<file path="src/rtl/bf16_pkg.sv">
// Shared bfloat16 format constants and pipeline payload types.
// Optional IEEE special-value decoding: BF16_MUL_SPECIAL_EN.
package bf16_pkg;

    localparam int          BF16_BIAS = 127;
    localparam logic [15:0] BF16_QNAN = 16'h7FC0;
    localparam logic [15:0] BF16_INF  = 16'h7F80;
    localparam logic [15:0] BF16_MAXF = 16'h7F7F;

    typedef struct packed {
        logic       s;
        logic [7:0] e;
        logic [6:0] m;
    } bf16_t;

    // Without special decoding only the flush-to-zero flag exists.
    typedef struct packed {
        logic zero;
`ifdef BF16_MUL_SPECIAL_EN
        logic inf;
        logic nan;
`endif
    } bf16_flags_t;

    typedef struct packed {
        logic               sign;
        logic signed [9:0]  exp;
        logic [15:0]        prod;
        bf16_flags_t        flags;
    } bf16_mul_s1_t;

endpackage

</file>
<file path="src/rtl/bf16_mul_pipe_if.sv">
// Operand/result handshake bundle for the bf16 multiplier.
interface bf16_mul_pipe_if;

    logic [15:0] a;
    logic        a_vld;
    logic [15:0] b;
    logic        b_vld;
    logic        in_rdy;
    logic [15:0] z;
    logic        z_vld;
    logic        z_rdy;

    modport master (
        output a, a_vld, b, b_vld, z_rdy,
        input  in_rdy, z, z_vld
    );

    modport slave (
        input  a, a_vld, b, b_vld, z_rdy,
        output in_rdy, z, z_vld
    );

endinterface

</file>
<file path="src/rtl/bf16_round_pack.sv">
// Combinational normalize, round-to-nearest-even and pack of a raw bf16 product.
// Special-value handling compiled in with BF16_MUL_SPECIAL_EN.
module bf16_round_pack
    import bf16_pkg::*;
(
    input  bf16_mul_s1_t s1,
    output logic [15:0]  z
);

    function automatic logic [8:0] rne_round(input logic [7:0] sig, input logic g,
                                             input logic r, input logic st);
        return {1'b0, sig} + {8'b0, g && (r || st || sig[0])};
    endfunction

    function automatic logic [15:0] sat_overflow(input logic s);
`ifdef BF16_MUL_SPECIAL_EN
        return {s, BF16_INF[14:0]};
`else
        return {s, BF16_MAXF[14:0]};
`endif
    endfunction

    logic               norm;
    logic [7:0]         sig;
    logic               grd;
    logic               rnd_bit;
    logic               sticky;
    logic signed [9:0]  exp_n;
    logic [8:0]         rnd;
    logic signed [9:0]  exp_r;
    logic [6:0]         frac;

    always_comb begin
        norm    = s1.prod[15];
        sig     = norm ? s1.prod[15:8] : s1.prod[14:7];
        grd     = norm ? s1.prod[7]    : s1.prod[6];
        rnd_bit = norm ? s1.prod[6]    : s1.prod[5];
        sticky  = norm ? |s1.prod[5:0] : |s1.prod[4:0];
        exp_n   = s1.exp + $signed({9'b0, norm});
        rnd     = rne_round(sig, grd, rnd_bit, sticky);
        // A carry out of rounding leaves 1.0000000 x 2, so shift and bump the exponent.
        exp_r   = exp_n + $signed({9'b0, rnd[8]});
        frac    = rnd[8] ? rnd[7:1] : rnd[6:0];

        z = {s1.sign, exp_r[7:0], frac};
        if (exp_r >= 10'sd255)
            z = sat_overflow(s1.sign);
        else if (exp_r <= 10'sd0)
            z = {s1.sign, 15'h0000};

        if (s1.flags.zero)
            z = {s1.sign, 15'h0000};
`ifdef BF16_MUL_SPECIAL_EN
        if (s1.flags.inf)
            z = {s1.sign, BF16_INF[14:0]};
        if (s1.flags.nan)
            z = BF16_QNAN;
`endif
    end

endmodule

</file>
<file path="src/rtl/bf16_mul_pipe.sv">
// Two-stage pipelined bfloat16 multiplier with valid/ready flow control.
// Define BF16_MUL_SPECIAL_EN for IEEE NaN/Inf decoding and overflow to infinity.
module bf16_mul_pipe
    import bf16_pkg::*;
(
    input logic            clk,
    input logic            rst,
    bf16_mul_pipe_if.slave bus
);

    localparam logic signed [9:0] BIAS_W = 10'(BF16_BIAS);

    logic         adv;
    logic         acc;
    bf16_t        a_f;
    bf16_t        b_f;
    logic         a_zero;
    logic         b_zero;
    logic [7:0]   ma;
    logic [7:0]   mb;
    bf16_mul_s1_t s1_d;
    bf16_mul_s1_t s1_p1;
    logic         vld_p1;
    logic [15:0]  z_d;
    logic [15:0]  z_p2;
    logic         vld_p2;

    // The whole pipe moves together; a held output freezes every stage.
    assign adv        = !vld_p2 || bus.z_rdy;
    assign acc        = bus.a_vld && bus.b_vld && adv;
    assign bus.in_rdy = adv;
    assign bus.z      = z_p2;
    assign bus.z_vld  = vld_p2;

    // Stage 0 -> 1: unpack, exponent sum, significand product, special flags
    assign a_f    = bus.a;
    assign b_f    = bus.b;
    assign a_zero = (a_f.e == 8'h00);
    assign b_zero = (b_f.e == 8'h00);
    assign ma     = {1'b1, a_f.m};
    assign mb     = {1'b1, b_f.m};

    always_comb begin
        s1_d.sign       = a_f.s ^ b_f.s;
        s1_d.exp        = $signed({2'b00, a_f.e}) + $signed({2'b00, b_f.e}) - BIAS_W;
        s1_d.prod       = {8'b0, ma} * {8'b0, mb};
        s1_d.flags.zero = a_zero || b_zero;
`ifdef BF16_MUL_SPECIAL_EN
        s1_d.flags.nan  = ((a_f.e == 8'hFF) && (a_f.m != 7'h00))
                       || ((b_f.e == 8'hFF) && (b_f.m != 7'h00))
                       || (((a_f.e == 8'hFF) || (b_f.e == 8'hFF)) && (a_zero || b_zero));
        s1_d.flags.inf  = ((a_f.e == 8'hFF) || (b_f.e == 8'hFF)) && !s1_d.flags.nan;
`endif
    end

    always_ff @(posedge clk) begin
        if (adv)
            s1_p1 <= s1_d;
    end

    // Stage 1 -> 2: normalize, round, pack into the output register
    bf16_round_pack u_round_pack (
        .s1 (s1_p1),
        .z  (z_d)
    );

    always_ff @(posedge clk) begin
        if (rst) begin
            vld_p1 <= 1'b0;
            vld_p2 <= 1'b0;
            z_p2   <= 16'h0000;
        end else if (adv) begin
            vld_p1 <= acc;
            vld_p2 <= vld_p1;
            if (vld_p1)
                z_p2 <= z_d;
        end
    end

endmodule

</file>
<file path="src/flat_wrapper.sv">
// flat-port wrapper written by rule: the top's interface ports become plain ports
module bf16_mul_pipe_flat import bf16_pkg::*;
  (clk, rst, bus_a, bus_a_vld, bus_b, bus_b_vld, bus_z_rdy, bus_in_rdy, bus_z, bus_z_vld);
  bf16_mul_pipe_if bus_i ();
  input logic clk;
  input logic rst;
  input wire logic [$bits(bus_i.a)-1:0] bus_a;
  input wire logic [$bits(bus_i.a_vld)-1:0] bus_a_vld;
  input wire logic [$bits(bus_i.b)-1:0] bus_b;
  input wire logic [$bits(bus_i.b_vld)-1:0] bus_b_vld;
  input wire logic [$bits(bus_i.z_rdy)-1:0] bus_z_rdy;
  output wire logic [$bits(bus_i.in_rdy)-1:0] bus_in_rdy;
  output wire logic [$bits(bus_i.z)-1:0] bus_z;
  output wire logic [$bits(bus_i.z_vld)-1:0] bus_z_vld;
  assign bus_i.a = bus_a;
  assign bus_i.a_vld = bus_a_vld;
  assign bus_i.b = bus_b;
  assign bus_i.b_vld = bus_b_vld;
  assign bus_i.z_rdy = bus_z_rdy;
  assign bus_in_rdy = bus_i.in_rdy;
  assign bus_z = bus_i.z;
  assign bus_z_vld = bus_i.z_vld;
  bf16_mul_pipe u_core (.clk(clk), .rst(rst), .bus(bus_i));
endmodule
</file>
<file path="config.mk">
export PLATFORM = sky130hd
export DESIGN_NAME = bf16_mul_pipe_flat
export DESIGN_NICKNAME = d
export VERILOG_FILES = /design/src/rtl/bf16_pkg.sv /design/src/rtl/bf16_mul_pipe_if.sv /design/src/rtl/bf16_round_pack.sv /design/src/rtl/bf16_mul_pipe.sv /design/src/flat_wrapper.sv
export SDC_FILE = /design/constraint.sdc
export NUM_CORES = 1
export LEC_CHECK = 0
export BUFFER_PORTS_ARGS = -buffer_cell sky130_fd_sc_hd__buf_2
export CAP_MARGIN = 5
export CORE_MARGIN = 4
export CORE_UTILIZATION = 30
export CTS_BUF_LIST = sky130_fd_sc_hd__clkbuf_4
export CTS_CLUSTER_DIAMETER = 150
export CTS_CLUSTER_SIZE = 12
export DETAILED_ROUTE_END_ITERATION = 10
export HOLD_SLACK_MARGIN = 0.08
export PLACE_DENSITY = 0.55
export SLEW_MARGIN = 20
export SYNTH_ARGS = -nofsm -noshare
export SYNTH_HDL_FRONTEND = slang
export SYNTH_SLANG_ARGS = --single-unit
</file>
<file path="constraint.sdc">
create_clock -name clk -period 6.45 [get_ports clk]
set_clock_uncertainty 0.1 [all_clocks]
set_input_delay 0.645 -clock clk [delete_from_list [all_inputs] [get_ports clk]]
set_output_delay 0.645 -clock clk [all_outputs]
set_load 0.01 [all_outputs]
</file>
==> summary.txt <==
Synth
  • Mux cell area share after synthesis: 0.0131
  • Complex-gate fraction of the synthesized area: 0.134
  • Post-synthesis cell area: 0.00466 mm^2
  • Post-Synth Adder-Cell Area: 0.285
  • Post-synth top area cell: edfxtp_1
  • Register bit count reported by yosys: 46
  • Async set-or-reset flop fraction in the synthesized netlist: 0
  • Simple-Gate Fraction of Synth Area: 0.183
  • Ranking of synthesized cells by area: edfxtp_1, fa_1, ha_1
  • Commonest register cell after synthesis: edfxtp_1
  • Xor/xnor share of the synthesized area: 0.0601
  • Post-synth EDFFs: 28
  • Yosys warns: 0
  • Distinct cells, synth: 55
  • Largest family of logic cells by synthesized area: adder cells
  • Syn Nets: 627
  • Mean Syn Cell Area: 9.22 um^2
  • Top-area cell type share of the netlist area: 0.180
  • Register area share after synthesis: 0.258
  • Gate Count Post-Synth: 506

CTS
  • CTS tree: yes
  • Post_cts resized: 0
  • Hold_buf cts: 0
  • Root Driver: clkbuf_4
  • Clk slew on worst S/H paths: 130 ps
  • H-tree depth: 2
  • CTS max path bufs: 2
  • Post-CTS setup buffers: 0
  • CTS buffer count: 5
  • Clock Latency Late Sink: 340 ps
  • Clock sink count: 46

Route
  • # DRC: 0
  • Vias/cell: 4.83
  • Vias: 3631
  • Routed WL: 9200 um
  • DRT iter0 DRCs: 156
  • Wirelength per Cell: 12.2 um
  • Pre-Repair DR Iteration Count: 4
  • Post-route ant nets: 0

STA
  • Min Tclk post-route: 5130 ps
  • Final-report max-slew violation count: 0
  • Worst-Margin Slew: 807 ps
  • Max-slew headroom: 0.457
  • Fmax: 0.195 GHz
  • # setup viols final: 0
  • Final total negative setup slack: 0 ps
  • RSZ-0062 raised after global routing: false
  • Period utilization: 0.796
  • Hold Vio Cnt, Final: 0

Finish
  • Filler Cell Count: 1597
  • ANT cells: 0
  • Sequential Area: 0.00120 mm^2
  • Layout area overhead: 11.8%
  • Final core occ: 0.343
  • Most common cell after layout, fill and taps aside: inv_1
  • Area occupied by multi-input gates: 0.00315 mm^2
  • Final nets: 684
  • Commonest non-fill, non-tap cells in the layout: inv_1, buf_2, nand2_1
  • Layout cells sized above 1: 0.124

Global routing
  • Antenna violations before repair: 0
  • Gr ovfl total: 0
  • Vias in the first global route: 3539
  • First-pass GRT wire length: 16300 um
  • GRT Util Overall: 0.107
  • Largest net degree at the start of global routing: 34

Setup path
  • Reg-to-reg critical path endpoint: u_core.bus.z[0]
  • R2R setup slack: 1320 ps
  • CP arrival: 5330 ps
  • Reg-to-Reg Start: u_core.s1_p1[16]
  • Critical path class: reg2reg
  • Worst setup SP type: flip-flop
  • CP required: 6650 ps
  • CP max FO: 21
  • Crit. End Element: flip-flop
  • FF-to-FF path depth: 17

Floorplanning
  • Die width: 133 um
  • Top-Level Pins: 55
  • Num rows: 45
  • Core Footprint: 0.0152 mm^2
  • Die height: 133 um
  • Die footprint: 0.0176 mm^2
  • Starting Density: 0.307

Outcome
  • Outcome: completed

Worst hold path
  • Hold path cells: 2
  • Hold path start: u_core.bus.z[8]
  • Hold Crit Class: reg2reg
  • Worst hold path endpoint: u_core.bus.z[8]

Run
  • Max_cap viols: 0

Placed design
  • Detailed placer's ending HPWL: 7790 um
  • GP Congestion: 0.831
  • IO buf count: 54

Power
  • Leakage power: 2.41 nW
  • VDD IR max: 0.107 mV
  • Power Density: 287 mW/mm^2
## kinds of logic (layout without fill, tap and decap cells)
| group | Yosys count | count (layout) |
|---|---|---|
| multiplexers | 6 | 6 |
| buffers and inverters | 83 | 141 |
| AO/OA/AOI/OAI | 87 | 87 |
| AND/OR/NAND/NOR | 168 | 168 |
| adder cells (fa/ha/maj) | 84 | 84 |
| flip-flops | 46 | 46 |
| XOR/XNOR | 32 | 32 |
## per-layer routing
layer | vias up | GRT usage | part of all wire
met5 | - | 0 | 0
li1 | 1836 | - | -
met4 | 0 | 0.0219 | 0.0093
met1 | 1743 | 0.146 | 0.47
met2 | 44 | 0.183 | 0.49
met3 | 8 | 0.0148 | 0.027
## metrics by stage
step / power, mW / hold slack (ps) / instances / instance area [um^2] / setup WS [ps]
3_5_place_dp: 1.38 / 338 / 744 / 5150 / 997
6_report: 1.50 / 352 / 752 / 5210 / 1320
5_1_grt: 1.67 / 369 / 752 / 5210 / 845
4_1_cts: 1.52 / 357 / 752 / 5210 / 1320
2_1_floorplan: 1.18 / 363 / 506 / 4660 / 1400
3_3_place_gp: 1.36 / 331 / 744 / 5150 / 1050
## power by group
part / total [mW] / internal, mW / leakage, nW / switching [mW]
Combinational: 0.834 / 0.384 / 1.93 / 0.450
Clock: 0.137 / 0.0520 / 0.0367 / 0.0849
Sequential: 0.526 / 0.423 / 0.444 / 0.103
## worst max path at each step
| stage | start | endpoint | slack [ps] | depth (start not counted) |
|---|---|---|---|---|
| after CTS | u_core.s1_p1[16] | u_core.bus.z[0] | 1320 | 17 |
| after global placement | bus_b[6] | u_core.s1_p1[16] | 1050 | 19 |
| after detailed placement | bus_a[3] | u_core.s1_p1[16] | 1000 | 18 |
| after global routing | u_core.s1_p1[16] | u_core.bus.z[4] | 840 | 17 |
| after floorplan | bus_b[6] | u_core.s1_p1[16] | 1400 | 18 |
| final | u_core.s1_p1[16] | u_core.bus.z[0] | 1320 | 17 |
## worst max-delay path: stages (launching register included)
cell and delay [ps]:
edfxtp_1 730, nand2b_1 300, a21boi_0 210, ha_1 330
nand3_1 140, nor2_1 270, o211ai_1 300, xnor2_1 230
ha_1 260, a41oi_4 300, inv_1 80, ha_1 220
xor2_1 260, nand3_1 120, o31ai_1 720, inv_1 150
nor2_1 250, a221o_1 140
## layout make-up
class / count / area share
multi-input combinational: 377 / 0.604
tap: 188 / 0.0451
clock inverter: 1 / 0.00120
sequential: 46 / 0.230
timing repair buffer: 55 / 0.0533
clock buffer: 7 / 0.0101
inverter: 78 / 0.0562
## flip-flops by register name (all words and copies together), names as in the netlist
name	cells
u_core.bus.z	16
u_core.vld_p1	1
u_core.bus.z_vld	1
u_core.s1_p1	28
## synthesized netlist by cell type (2+ instances only)
| cell | n |
|---|---|
| inv_1 | 78 |
| fa_1 | 37 |
| o2111ai_1 | 4 |
| and2_1 | 35 |
| a21oi_1 | 19 |
| buf_2 | 2 |
| a22oi_1 | 3 |
| nor2_1 | 26 |
| nand2b_1 | 6 |
| o21ai_0 | 15 |
| clkbuf_1 | 2 |
| a21o_1 | 3 |
| o21a_1 | 8 |
| nand3_1 | 14 |
| xor2_1 | 15 |
| o31ai_1 | 3 |
| nor3_1 | 6 |
| o41ai_1 | 2 |
| edfxtp_1 | 28 |
| mux2i_1 | 5 |
| a211oi_1 | 3 |
| nor2b_1 | 6 |
| xnor2_1 | 17 |
| a31oi_1 | 6 |
| a221o_1 | 3 |
| dfxtp_1 | 18 |
| nand4_1 | 3 |
| a21boi_0 | 3 |
| nor4_1 | 7 |
| and3_1 | 6 |
| ha_1 | 47 |
| o211ai_1 | 4 |
| nand2_1 | 50 |
Power figures use the tool's default switching activity.
